===== src/rtl/boot_button_ctrl.sv =====
// Warm-boot front end: synchronizes and debounces two buttons, steps the image
// number on "next" presses and fires a boot strobe after a long "boot" hold.
module boot_button_ctrl #(
  parameter int DEBOUNCE_CYCLES = 120000,
  parameter int HOLD_CYCLES     = 12000000,
  parameter int BOOT_PULSE      = 4
) (
  input  logic       clk,
  input  logic       rst,
  input  logic       btn_next,
  input  logic       btn_boot,
  output logic       inc,
  output logic       select,
  output logic [1:0] image,
  output logic       armed
);

  localparam int DW = $clog2(DEBOUNCE_CYCLES + 1);
  localparam int HW = $clog2(HOLD_CYCLES + 1);
  localparam int PW = $clog2(BOOT_PULSE + 1);

  localparam logic [DW-1:0] DEB_LAST  = DW'(DEBOUNCE_CYCLES - 1);
  localparam logic [HW-1:0] HOLD_MAX  = HW'(HOLD_CYCLES);
  localparam logic [PW-1:0] PULSE_MAX = PW'(BOOT_PULSE);

  typedef enum logic [1:0] {IDLE, ARMED, FIRE, LOCK} StateT;

  // Bit 0 carries the "next" button, bit 1 the "boot" button.
  logic [1:0]    r_meta;
  logic [1:0]    r_sync;
  logic [1:0]    r_stable;
  logic [1:0]    r_stablePrev;
  logic [DW-1:0] r_debCnt [2];

  // The stable level flips on the DEBOUNCE_CYCLES-th consecutive differing cycle.
  always_ff @(posedge clk) begin
    if (rst) begin
      r_meta       <= '0;
      r_sync       <= '0;
      r_stable     <= '0;
      r_stablePrev <= '0;
      for (int i = 0; i < 2; i++) r_debCnt[i] <= '0;
    end else begin
      r_meta       <= {btn_boot, btn_next};
      r_sync       <= r_meta;
      r_stablePrev <= r_stable;
      for (int i = 0; i < 2; i++) begin
        if (r_sync[i] == r_stable[i]) begin
          r_debCnt[i] <= '0;
        end else if (r_debCnt[i] == DEB_LAST) begin
          r_stable[i] <= ~r_stable[i];
          r_debCnt[i] <= '0;
        end else begin
          r_debCnt[i] <= r_debCnt[i] + DW'(1);
        end
      end
    end
  end

  logic w_nextRise;
  logic w_bootRise;
  logic w_bootFall;

  assign w_nextRise = r_stable[0] & ~r_stablePrev[0];
  assign w_bootRise = r_stable[1] & ~r_stablePrev[1];
  assign w_bootFall = ~r_stable[1] & r_stablePrev[1];

  StateT         r_state;
  StateT         w_state;
  logic [HW-1:0] r_holdCnt;
  logic [HW-1:0] w_holdCnt;
  logic [PW-1:0] r_pulseCnt;
  logic [PW-1:0] w_pulseCnt;
  logic          r_inc;
  logic          w_inc;
  logic          r_select;
  logic          w_select;
  logic [1:0]    r_image;
  logic [1:0]    w_image;
  logic          r_armed;
  logic          w_armed;

  always_ff @(posedge clk) begin
    if (rst) begin
      r_state    <= IDLE;
      r_holdCnt  <= '0;
      r_pulseCnt <= '0;
      r_inc      <= 1'b0;
      r_select   <= 1'b0;
      r_image    <= 2'd0;
      r_armed    <= 1'b0;
    end else begin
      r_state    <= w_state;
      r_holdCnt  <= w_holdCnt;
      r_pulseCnt <= w_pulseCnt;
      r_inc      <= w_inc;
      r_select   <= w_select;
      r_image    <= w_image;
      r_armed    <= w_armed;
    end
  end

  // Outputs are computed here and registered above, so select is glitch-free.
  always_comb begin
    w_state    = r_state;
    w_holdCnt  = r_holdCnt;
    w_pulseCnt = r_pulseCnt;
    w_inc      = 1'b0;
    w_select   = r_select;
    w_image    = r_image;
    w_armed    = r_armed;
    case (r_state)
      IDLE: begin
        if (w_bootRise) begin
          w_state   = ARMED;
          w_holdCnt = '0;
          w_armed   = 1'b1;
        end else if (w_nextRise) begin
          w_inc   = 1'b1;
          w_image = r_image + 2'd1;
        end
      end
      ARMED: begin
        if (w_bootFall) begin
          w_state = IDLE;
          w_armed = 1'b0;
        end else if (r_holdCnt == HOLD_MAX) begin
          w_state    = FIRE;
          w_armed    = 1'b0;
          w_select   = 1'b1;
          w_pulseCnt = PW'(1);
        end else if (r_stable[1] && (r_holdCnt < HOLD_MAX)) begin
          w_holdCnt = r_holdCnt + HW'(1);
        end
      end
      FIRE: begin
        if (r_pulseCnt == PULSE_MAX) begin
          w_state  = LOCK;
          w_select = 1'b0;
        end else begin
          w_pulseCnt = r_pulseCnt + PW'(1);
        end
      end
      LOCK: begin
        w_state = LOCK;
      end
      default: begin
        w_state = IDLE;
      end
    endcase
  end

  assign inc    = r_inc;
  assign select = r_select;
  assign image  = r_image;
  assign armed  = r_armed;

endmodule


===== config.mk =====
export PLATFORM = sky130hd
export DESIGN_NAME = boot_button_ctrl
export DESIGN_NICKNAME = d
export VERILOG_FILES = /design/src/rtl/boot_button_ctrl.sv
export SDC_FILE = /design/constraint.sdc
export NUM_CORES = 1
export LEC_CHECK = 0
export CAP_MARGIN = 20
export CORE_ASPECT_RATIO = 1.5
export CORE_MARGIN = 2
export CORE_UTILIZATION = 50
export CTS_BUF_LIST = sky130_fd_sc_hd__clkbuf_16
export CTS_CLUSTER_DIAMETER = 80
export CTS_CLUSTER_SIZE = 40
export DETAILED_ROUTE_END_ITERATION = 16
export PLACE_DENSITY = 0.69
export SKIP_CTS_REPAIR_TIMING = 1
export SLEW_MARGIN = 0
export SYNTH_ARGS = -nofsm -noshare
export SYNTH_HDL_FRONTEND = slang
export SYNTH_SLANG_ARGS = --single-unit

===== constraint.sdc =====
create_clock -name clk -period 2.16 [get_ports clk]
set_input_delay 0.648 -clock clk [delete_from_list [all_inputs] [get_ports clk]]
set_output_delay 0.648 -clock clk [all_outputs]
set_load 0.05 [all_outputs]

==> out/qor.yml <==
layout:
  postLayoutCoreUtil: 0.612
  drive_above_1_share: 0.113
  fin_cells: 589
  layout.cells.most_common: "nor2_1"
  finalNetCount: 492
  top_register: "r_debCnt"
  layout_common_cells: "nor2_1 (61), dfxtp_1 (41), edfxtp_1 (34), conb_1 (34), nand2_1 (30)"
  fin_area_mm2: 0.00466
  top_regs: "r_debCnt x34, r_holdCnt x24, r_pulseCnt x3"
  diodes: 0
  largest_reg_flops: 34
  areaGrowthSynthToFinish_pct: 19.6
floorplan:
  die_area_mm2: 0.00853
  ios: 9
  floorplan.initialDensity: 0.512
  coreArea_mm2: 0.00761
  die_w_um: 76.1
  rows: 39
  die_h_um: 112
hold_path:
  hold_path.class: "flip-flop to flip-flop"
critical_path:
  endpoint_kind: "flip-flop"
  crit_path_max_fanout: 2
  regToRegEndpoint: "armed"
  worst-r2r-setup-slack_ns: 0.04
  crit_required_ns: 2.37
  crit_arrival_ns: 2.34
  worstSetupPathType: "flip-flop to flip-flop"
  start_kind: "flip-flop"
  r2r_cells: 5
  timing.critical_path.from: "r_holdCnt[2]"
  timing.rr.start: "r_holdCnt[2]"
  crit_path_end: "armed"
flow_run:
  maxCapViolCount: 0
sta:
  clock_skew_ns: 0.00365
  fin_crit_ns: 2.12
  final-hold-violation-count: 0
  fmaxAchievable_mhz: 471
  timing.final.max_slew_violations: 0
  fin_ws_ns: 0.0359
  rsz0062_at_grt: "yes"
  worst_pin_slew_ns: 0.625
  relSlewSlack: 0.578
  finalSetupViolCount: 0
  timing.final.crit_share: 0.983
route:
  vias: 3144
  routed_via_density: 5.34
  drtAntennaViolNets: 0
  drc: 0
  drt_iter0_drc: 146
  drt_pre_antenna_iters: 7
  routed_wl_um: 7910
  post_drt_wl_per_cell_um: 13.4
cts:
  htreeDepth: 3
  clock-root-buffer: "clkbuf_16"
  clock_sinks: 76
  clk_path_buf_depth: 2
  cts_buffers: 9
  clkTransAtPathRegs_ns: 0.06
  cts_tree: "built"
  clk_latency_ns: 0.33
global_routing:
  track_usage: 0.195
  grt_pass1_wl_um: 13400
  grt_pass1_vias: 3081
  antenna_found_initial: 0
  grt_overflow: 0
  grt_start_max_net_pins: 19
placement:
  preCtsSetupSlack_ns: -0.0825
  gp_congestion: 0.961
  port_buffers: 8
  placed_area_mm2: 0.00437
  placed_cells: 572
  hpwl_um: 5910
synthesis:
  syn_area_per_cell_um2: 9.35
  synth_warnings: 0
  syn_area_mm2: 0.00390
  syn_inst: 417
  ys_ff_latch: 76
  synth_edf_count: 34
  synth_cell_types: 56
  yosysSeqAreaShare: 0.478
  ys_async_sr_fraction: 0
  synth_flop_cell: "dfxtp_1"
run_status:
  outcome: "finished, final reports clean"
power:
  powerDensity_mw_per_mm2: 630
  finalPower_uw: 2930
  leakagePower_uw: 0.00174
  ir_drop_v: 0.000415
[synthesized netlist by cell type (2+ instances only)]
| cell | number | area [um2] |
|---|---|---|
| xnor2_1 | 21 | 184 |
| nor4_1 | 6 | 37.5 |
| nor3_1 | 8 | 40.0 |
| nand3_1 | 23 | 115 |
| a41oi_1 | 3 | 26.3 |
| o21ai_1 | 7 | 35.0 |
| o31ai_1 | 2 | 15.0 |
| inv_2 | 2 | 7.51 |
| a211oi_1 | 3 | 22.5 |
| nand2_1 | 30 | 113 |
| a32o_1 | 2 | 20.0 |
| or2_1 | 2 | 12.5 |
| or4_4 | 2 | 22.5 |
| or3_1 | 9 | 56.3 |
| mux2i_1 | 2 | 20.0 |
| and4_1 | 7 | 61.3 |
| nand4b_1 | 2 | 17.5 |
| a31o_1 | 4 | 35.0 |
| nand4_1 | 11 | 68.8 |
| inv_1 | 13 | 48.8 |
| xor2_1 | 18 | 158 |
| a21oi_1 | 22 | 110 |
| or4_1 | 3 | 22.5 |
| a21o_1 | 3 | 22.5 |
| dfxtp_1 | 42 | 841 |
| nor2b_1 | 7 | 43.8 |
| a31oi_1 | 2 | 12.5 |
| nand2b_1 | 7 | 43.8 |
| and3_1 | 12 | 75.1 |
| ha_1 | 6 | 75.1 |
| and2_1 | 2 | 12.5 |
| a21oi_2 | 2 | 17.5 |
| o21ai_0 | 5 | 25.0 |
| edfxtp_1 | 34 | 1020 |
| buf_1 | 2 | 7.51 |
| clkbuf_1 | 11 | 41.3 |
| nor2_1 | 61 | 229 |
[power by group]
part	switching, uW	internal, uW
Clock	531	751
Combinational	50.2	39.0
Sequential	29.8	1530
[worst min-delay path by stage]
stage	startpoint	end	cells after the start
after floorplan	r_meta[0]	r_sync[0]	1
after global placement	r_meta[1]	r_sync[1]	1
after detailed placement	r_meta[1]	r_sync[1]	1
after CTS	r_meta[1]	r_sync[1]	1
after global routing	r_meta[1]	r_sync[1]	1
final	r_meta[1]	r_sync[1]	1
[stage by stage]
stage	TNS [ns]	hold WS (ns)
floorplan	0	0.414
global placement	-0.652	0.431
detailed placement	-0.933	0.420
CTS	-0.325	0.435
global route	-0.0283	0.462
finish	0	0.431
[critical path: stages (launching register included)]
cell and delay [ns]:
dfxtp_1 0.31, or4_1 0.57, or4_4 0.52, or4_4 0.43
a21oi_2 0.13, nor3_1 0.05
[area by class of cell]
class / instances / area, um2
clock buffers: 9 / 225
well taps: 102 / 128
clock inverters: 7 / 28.8
fillers: 705 / 2950
repair buffers: 35 / 284
multi-input cells: 345 / 2080
flip-flops and latches: 76 / 1860
inverters: 15 / 56.3
[logic make-up after synthesis]
kind of cell	after synthesis	synth area share
flops	76	0.478
xor+xnor	39	0.0876
buf+inv	29	0.0283
simple gates	200	0.271
compound gates	63	0.107
mux	3	0.00803
fa+ha+maj	6	0.0193
other cells	1	0.000962
[layer usage]
| layer | vias to the layer above | share of wire | track usage | wire (um) |
|---|---|---|---|---|
| met3 | 19 | 0.024 | 0.0394 | 188 |
| li1 | 1600 | - | - | - |
| met1 | 1485 | 0.40 | 0.203 | 3190 |
| met4 | 0 | 0.028 | 0.104 | 223 |
| met2 | 40 | 0.54 | 0.365 | 4300 |
| met5 | - | 0 | 0 | 0 |
Note: power is estimated with default switching activity, not from simulation.
